<file path="src/rtl/dispatch_stage_nw_pkg.sv">
// dispatch_stage_nw_pkg: shared constants and payload field layout for the N-wide dispatch stage
package dispatch_stage_nw_pkg;
  localparam logic [1:0] ROB_STATE_IDLE = 2'd0;
  localparam int PREG_W_DEF = 6;
  localparam int ROBID_W_DEF = 7;
  localparam int PAYLOAD_W_DEF = 256;
  // Payload is opaque to dispatch; these offsets document how ROB/ISQ slice it
  localparam int PL_PC_LSB = 0;
  localparam int PL_INSTR_LSB = 64;
  localparam int PL_LRD_LSB = 96;
  localparam int PL_OLD_PRD_LSB = 101;
  localparam int PL_IMM_LSB = 109;
  localparam int PL_TYPES_LSB = 173;
  localparam int PL_PRED_LSB = 189;
endpackage

</file>
<file path="src/rtl/dispatch_lane_compact.sv">
// dispatch_lane_compact: picks the k oldest pending lanes and packs them into slots in program order
module dispatch_lane_compact #(
  parameter int WIDTH = 2,
  parameter int CW = $clog2(WIDTH + 1),
  parameter int SEL_W = (WIDTH > 1) ? $clog2(WIDTH) : 1
) (
  input  logic [WIDTH-1:0]       pend_mask,
  input  logic [CW-1:0]          k,
  output logic [WIDTH-1:0]       slot_valid,
  output logic [WIDTH*SEL_W-1:0] slot_sel,
  output logic [WIDTH-1:0]       lane_disp
);
  int cnt;
  always_comb begin
    slot_valid = '0;
    slot_sel = '0;
    lane_disp = '0;
    cnt = 0;
    for (int i = 0; i < WIDTH; i++) begin
      if (pend_mask[i] && cnt < int'(k)) begin
        slot_valid[cnt] = 1'b1;
        slot_sel[cnt*SEL_W +: SEL_W] = SEL_W'(i);
        lane_disp[i] = 1'b1;
        cnt = cnt + 1;
      end
    end
  end
endmodule

</file>
<file path="src/rtl/dispatch_stage_nw.sv">
// dispatch_stage_nw: N-wide dispatch stage between rename and ROB/int-ISQ/busy_table
module dispatch_stage_nw import dispatch_stage_nw_pkg::*; #(
  parameter int WIDTH = 2,
  parameter int PREG_W = PREG_W_DEF,
  parameter int ROBID_W = ROBID_W_DEF,
  parameter int PAYLOAD_W = PAYLOAD_W_DEF,
  parameter int CNT_W = 4,
  parameter int WB_PORTS = 2
) (
  input  logic                         clock,
  input  logic                         reset,
  input  logic [WIDTH-1:0]             in_valid,
  output logic                         in_ready,
  input  logic [WIDTH*PREG_W-1:0]      in_prs1,
  input  logic [WIDTH*PREG_W-1:0]      in_prs2,
  input  logic [WIDTH*PREG_W-1:0]      in_prd,
  input  logic [WIDTH-1:0]             in_src1_is_reg,
  input  logic [WIDTH-1:0]             in_src2_is_reg,
  input  logic [WIDTH-1:0]             in_need_to_wb,
  input  logic [WIDTH*PAYLOAD_W-1:0]   in_payload,
  input  logic [CNT_W-1:0]             rob_free,
  input  logic [CNT_W-1:0]             isq_free,
  input  logic [1:0]                   rob_state,
  input  logic [ROBID_W-1:0]           rob_tail_robid,
  output logic [WIDTH-1:0]             out_valid,
  output logic [WIDTH*PAYLOAD_W-1:0]   out_payload,
  output logic [WIDTH*PREG_W-1:0]      out_prd,
  output logic [WIDTH-1:0]             out_need_to_wb,
  output logic [WIDTH*ROBID_W-1:0]     out_robid,
  output logic [WIDTH-1:0]             out_src1_state,
  output logic [WIDTH-1:0]             out_src2_state,
  output logic [$clog2(WIDTH+1)-1:0]   disp_count,
  output logic [WIDTH*PREG_W-1:0]      bt_rs1_addr,
  output logic [WIDTH*PREG_W-1:0]      bt_rs2_addr,
  input  logic [WIDTH-1:0]             bt_rs1_busy,
  input  logic [WIDTH-1:0]             bt_rs2_busy,
  output logic [WIDTH-1:0]             bt_alloc_en,
  output logic [WIDTH*PREG_W-1:0]      bt_alloc_rd,
  input  logic [WB_PORTS-1:0]          wb_valid,
  input  logic [WB_PORTS*PREG_W-1:0]   wb_prd,
  input  logic                         flush_valid,
  output logic [31:0]                  stall_cnt
);
  localparam int CW = $clog2(WIDTH + 1);
  localparam int SEL_W = (WIDTH > 1) ? $clog2(WIDTH) : 1;
  logic [WIDTH-1:0] pend_mask, st_s1r, st_s2r, st_nwb, slot_valid, lane_disp, s1_busy, s2_busy;
  logic [WIDTH*PREG_W-1:0] st_prs1, st_prs2, st_prd;
  logic [WIDTH*PAYLOAD_W-1:0] st_payload;
  logic [WIDTH*SEL_W-1:0] slot_sel;
  logic [CW-1:0] k;
  logic elig, load;
  int pop, kk, sel;
  assign elig = !reset && pend_mask != '0 && rob_state == ROB_STATE_IDLE && !flush_valid;
  always_comb begin
    pop = 0;
    for (int i = 0; i < WIDTH; i++) pop = pop + int'(pend_mask[i]);
    kk = pop;
    kk = int'(rob_free) < kk ? int'(rob_free) : kk;
    kk = int'(isq_free) < kk ? int'(isq_free) : kk;
    k = elig ? CW'(kk) : '0;
  end
  assign disp_count = k;
  assign in_ready = !reset && !flush_valid && (pend_mask == '0 || int'(k) == pop);
  assign load = in_ready && |in_valid;
  assign bt_rs1_addr = st_prs1;
  assign bt_rs2_addr = st_prs2;
  dispatch_lane_compact #(.WIDTH(WIDTH), .CW(CW), .SEL_W(SEL_W)) u_compact (
    .pend_mask(pend_mask), .k(k), .slot_valid(slot_valid), .slot_sel(slot_sel), .lane_disp(lane_disp)
  );
  // Lowest priority first so later assignments override: busy_table, wakeup, intra-group bypass, non-reg/x0
  always_comb begin
    s1_busy = '0;
    s2_busy = '0;
    for (int i = 0; i < WIDTH; i++) begin
      s1_busy[i] = bt_rs1_busy[i];
      s2_busy[i] = bt_rs2_busy[i];
      for (int w = 0; w < WB_PORTS; w++) begin
        if (wb_valid[w] && wb_prd[w*PREG_W +: PREG_W] == st_prs1[i*PREG_W +: PREG_W]) s1_busy[i] = 1'b0;
        if (wb_valid[w] && wb_prd[w*PREG_W +: PREG_W] == st_prs2[i*PREG_W +: PREG_W]) s2_busy[i] = 1'b0;
      end
      for (int l = 0; l < i; l++) begin
        if (lane_disp[l] && st_nwb[l] && st_prd[l*PREG_W +: PREG_W] == st_prs1[i*PREG_W +: PREG_W]) s1_busy[i] = 1'b1;
        if (lane_disp[l] && st_nwb[l] && st_prd[l*PREG_W +: PREG_W] == st_prs2[i*PREG_W +: PREG_W]) s2_busy[i] = 1'b1;
      end
      if (!st_s1r[i] || st_prs1[i*PREG_W +: PREG_W] == '0) s1_busy[i] = 1'b0;
      if (!st_s2r[i] || st_prs2[i*PREG_W +: PREG_W] == '0) s2_busy[i] = 1'b0;
    end
  end
  always_comb begin
    out_valid = '0;
    out_payload = '0;
    out_prd = '0;
    out_need_to_wb = '0;
    out_robid = '0;
    out_src1_state = '0;
    out_src2_state = '0;
    bt_alloc_en = '0;
    bt_alloc_rd = '0;
    sel = 0;
    for (int j = 0; j < WIDTH; j++) begin
      if (slot_valid[j]) begin
        sel = int'(slot_sel[j*SEL_W +: SEL_W]);
        out_valid[j] = 1'b1;
        out_payload[j*PAYLOAD_W +: PAYLOAD_W] = st_payload[sel*PAYLOAD_W +: PAYLOAD_W];
        out_prd[j*PREG_W +: PREG_W] = st_prd[sel*PREG_W +: PREG_W];
        out_need_to_wb[j] = st_nwb[sel];
        out_robid[j*ROBID_W +: ROBID_W] = rob_tail_robid + ROBID_W'(j);
        out_src1_state[j] = s1_busy[sel];
        out_src2_state[j] = s2_busy[sel];
        bt_alloc_en[j] = st_nwb[sel] && st_prd[sel*PREG_W +: PREG_W] != '0;
        bt_alloc_rd[j*PREG_W +: PREG_W] = st_prd[sel*PREG_W +: PREG_W];
      end
    end
  end
  always_ff @(posedge clock) begin
    if (reset) begin
      pend_mask <= '0;
      stall_cnt <= '0;
    end else begin
      pend_mask <= flush_valid ? '0 : load ? in_valid : pend_mask & ~lane_disp;
      if (pend_mask != '0 && k == '0 && !flush_valid && stall_cnt != '1) stall_cnt <= stall_cnt + 32'd1;
    end
  end
  always_ff @(posedge clock) begin
    if (load) begin
      st_prs1 <= in_prs1;
      st_prs2 <= in_prs2;
      st_prd <= in_prd;
      st_s1r <= in_src1_is_reg;
      st_s2r <= in_src2_is_reg;
      st_nwb <= in_need_to_wb;
      st_payload <= in_payload;
    end
  end
endmodule

</file>
<file path="config.mk">
export PLATFORM = sky130hd
export DESIGN_NAME = dispatch_stage_nw
export DESIGN_NICKNAME = d
export VERILOG_FILES = /design/src/rtl/dispatch_stage_nw_pkg.sv /design/src/rtl/dispatch_lane_compact.sv /design/src/rtl/dispatch_stage_nw.sv
export SDC_FILE = /design/constraint.sdc
export NUM_CORES = 1
export LEC_CHECK = 0
export ABC_AREA = 0
export BUFFER_PORTS_ARGS = -buffer_cell sky130_fd_sc_hd__buf_2
export CAP_MARGIN = 20
export CORE_AREA = 8 8 471 473
export CTS_BUF_LIST = sky130_fd_sc_hd__clkbuf_16
export CTS_CLUSTER_SIZE = 25
export DETAILED_ROUTE_END_ITERATION = 10
export DIE_AREA = 0 0 479 481
export PLACE_DENSITY_LB_ADDON = 0.12
export SLEW_MARGIN = 5
export SYNTH_ARGS = -nofsm -noshare
export SYNTH_HDL_FRONTEND = slang
export SYNTH_SLANG_ARGS = --single-unit
export TNS_END_PERCENT = 5
</file>
<file path="constraint.sdc">
create_clock -name clock -period 66.6 [get_ports clock]
set_input_delay 3.33 -clock clock [delete_from_list [all_inputs] [get_ports clock]]
set_output_delay 3.33 -clock clock [all_outputs]
set_load 0.01 [all_outputs]
</file>
==> results.md <==
- Die Ht: 481 um
- Synthesized area per cell: 15.40 um^2
- Number of global-route vias before repair: roughly 21,000
- Tcrit/Tclk final: 18.52%
- Total congestion overflow: 0
- # IOs: 1,213
- Multi-input gate area: 0.006238 mm^2
- Placed cell area: 0.03342 mm^2
- Final Setup Violations: 0
- R2R Path End: st_payload[359]$_DFFE_PP_
- Leakage: between 15 and 20 nW
- Total negative setup slack: 0 ps
- Post-cts hold buffer count: 0
- DRC Markers: 0
- Area growth, synth to finish: 49.34%
- Register area: 0.01732 mm^2
- Status: complete, no violations
- Inserted Clock Buffers: 86
- Largest net degree at the start of global routing: 159
- Final WL: 165,600 um
- Fmax: 81.06 MHz
- Most used flip-flop cell after synthesis: edfxtp_1
- Worst-Skew Late Latency: 690 ps
- Top cells by area, synth: edfxtp_1 (69%), a22o_1 (9.5%), and2_1 (7.0%)
- Rel. slew slack: about a quarter
- Initial Util: 11.34%
- WP data required: 63,270 ps
- Synth Cell Area: around 0.024 mm^2
- Final hold vios: 0
- Worst Setup End Kind: output pin
- First-pass GRT wire length: 210,900 um
- Aggregate global-route resource usage: 13.64%
- Hold Crit Class: reg -> reg
- Clock buffer depth: 3
- Vias per cell: around 3.4
- Worst vdd ir: 0.00001818 V
- Critical Path End: out_payload[57]
- PortBufs: 1,212
- #FFs+latches synth: 588
- Clk pwr share: between 40% and 50%
- Clock period minus worst slack: ~12,000 ps
- CTS tree: built
- WP depth: 14
- R2r worst-path depth: 16
- Post-synth EDFFs: 554
- Critical Setup Path Class: in -> out
- WL/cell: 29.01 um
- Die area: around 0.23 mm^2
- H-tree levels: 3
- TritonRoute pass-1 iters: 7
- Asr flop ratio synth: 0%
- Cell count after synthesis: 1,574
- Post-route design area: 0.03619 mm^2
- Worst reg2reg path startpoint: pend_mask[0]$_SDFF_PN0_
- Reg2Reg Setup Slack: approximately 60,000 ps
- Fillcell total: approximately 24,000
- CP most frequent cell: buf_4
- CP arrival: 9010 ps
- Clk pin slew, worst setup/hold paths: 50 ps
- Flop pwr share: a little under half
- Max cap viols: 0
- Critical Path Max Stage Delay: 700 ps
- Crit-path max FO: 61
- P_int: approximately 0.70 mW
- Sequential area share after synthesis: 71.46%
- Yosys Warn Count: 0
- CTS Root Cell: clkbuf_16
- CP Cell Sequence: buf_2 -> ha_1 -> a2111oi_1 -> mux2i_1 -> ha_1 -> o211a_1 -> a21o_2 -> a211o_4 -> nor3_4 -> buf_4 -> buf_4 -> buf_4 -> a22o_1 -> buf_2
- CTS sink cnt: 588
- Via count: 19,424
- Area share of the largest cell type after synthesis: approximately two thirds
- Drt first-iter violations: approximately 1,000
- Measured slew at the worst slew-check pin: ~1100 ps
- Distinct cells, synth: 55
- Sw Ratio: 24.50%
- Combinational Power Share: slightly above 4%
- Largest area contributor in the netlist: edfxtp_1
- Placer congestion estimate: 0.7911
- Crit path launch type: input pin
- Critical path's top delay family: buffers and inverters
- Critical path buffers and inverters: 5
- Critical path launch point: rob_free[1]
- Skew final: 29.85 ps
- Post CTS Setup Buffer Count: 0
- Power Dens Cells: 25.56 mW/mm^2
- Post-CTS resize count: 0
- Row cnt: 170
- Switching pwr: 0.2266 mW
- Die width: 479 um
- Fraction of layout cells with a size suffix above 1: about 48%
- RSZ-0062 raised after global routing: no
- Antenna-violating nets left: 0
- Core Region: 0.2138 mm^2
- Final net count: 3,380
- Min-delay src: stall_cnt[21]$_SDFFE_PP0P_
- Antenna violations before repair: 150
- Slew Viols, Final: 0
- Hpwl dp: 134,700 um
- Worst path slowest cell: buf_4
-- cell usage in the layout (no fill, tap or decap), types with 26 or more instances in the layout --
cell type	n
and2_1	273
dfxtp_1	34
nand4_1	26
inv_1	41
clkbuf_16	89
edfxtp_1	554
buf_2	1212
a22o_1	263
xor2_1	48
xnor2_1	41
nor2_1	49
-- cell families (layout without fill, tap and decap cells) --
group	after synthesis	in the layout	synth area share (%)
buffers and inverters	131	1404	2.912
adder cells (fa/ha/maj)	8	8	0.4131
multiplexers	1	1	0.04131
XOR/XNOR	89	89	3.217
AO/OA/AOI/OAI	314	314	11.13
flip-flops	588	588	71.46
other	1	26	0.01547
AND/OR/NAND/NOR	442	442	10.81
-- power by group through the flow --
stage / logic, mW / registers, mW / clock network [mW]
after floorplan: 0.0124 / 0.461 / 0
after global placement: 0.0389 / 0.448 / 0
after detailed placement: 0.0391 / 0.447 / 0
after CTS: 0.0392 / 0.439 / 0.473
after global routing: 0.0420 / 0.440 / 0.480
final: 0.0382 / 0.438 / 0.449
-- layout make-up --
cell class | count | area share, %
clock inverter | 69 | 1.324
clock buffer | 89 | 6.154
timing repair buffer | 1230 | 17.27
inverter | 16 | 0.1867
antenna | 24 | 0.1659
tap | 2838 | 9.812
sequential | 588 | 47.85
multi-input combinational | 856 | 17.24
-- sequential cells by signal (all words and copies together), names as in the netlist --
name         flops
pend_mask        2
stall_cnt       32
bt_rs1_addr     12
st_prd          12
st_nwb           2
st_payload     512
bt_rs2_addr     12
st_s2r           2
st_s1r           2
-- cells in the mapped netlist, types with 4 or more instances --
library cell / n
xor2_1: 48
and3_1: 9
buf_4: 33
nand4_1: 26
buf_2: 66
nor3_1: 10
o31ai_1: 10
ha_1: 8
xnor2_1: 41
o21ai_0: 4
nor2_1: 49
edfxtp_1: 554
clkbuf_1: 15
dfxtp_1: 34
nand2_1: 16
and2_1: 273
a22o_1: 263
inv_1: 15
or4_1: 14
nand3_1: 18
a21oi_1: 11
nor4_1: 11
-- stage by stage --
stage          util [%]  setup slack [ps]  cells  power [mW]  hold WS (ps)
5_1_grt           16.91             53870   5695      0.9620         542.6
2_1_floorplan         -             18140   1575      0.4737         503.9
6_report          16.93             54260   5710      0.9250         509.1
4_1_cts           16.90             54200   5686      0.9513         504.7
3_5_place_dp      15.64             54210   5528      0.4860         493.8
3_3_place_gp      15.64             54280   5528      0.4865         491.7
-- worst min-delay path: stages (launching register included) --
cell     delay (ps)
dfxtp_1         330
o31ai_1          70
a21oi_1          50
-- routing by layer --
metal	vias up	track usage (%)	wire, um
met5	-	0	506
met4	82	2.737	3497
met3	320	7.553	20280
met2	1051	24.70	83570
met1	9486	13.79	57780
li1	8485	-	-
-- worst min path at each step --
stage / to / slack [ps] / depth (start not counted)
after global routing: stall_cnt[29]$_SDFFE_PP0P_ / 540 / 2
final: stall_cnt[21]$_SDFFE_PP0P_ / 510 / 2
after global placement: stall_cnt[29]$_SDFFE_PP0P_ / 490 / 2
after detailed placement: stall_cnt[21]$_SDFFE_PP0P_ / 490 / 2
after floorplan: stall_cnt[1]$_SDFFE_PP0P_ / 500 / 2
after CTS: stall_cnt[21]$_SDFFE_PP0P_ / 500 / 2
Note: power is estimated with default switching activity, not from simulation.
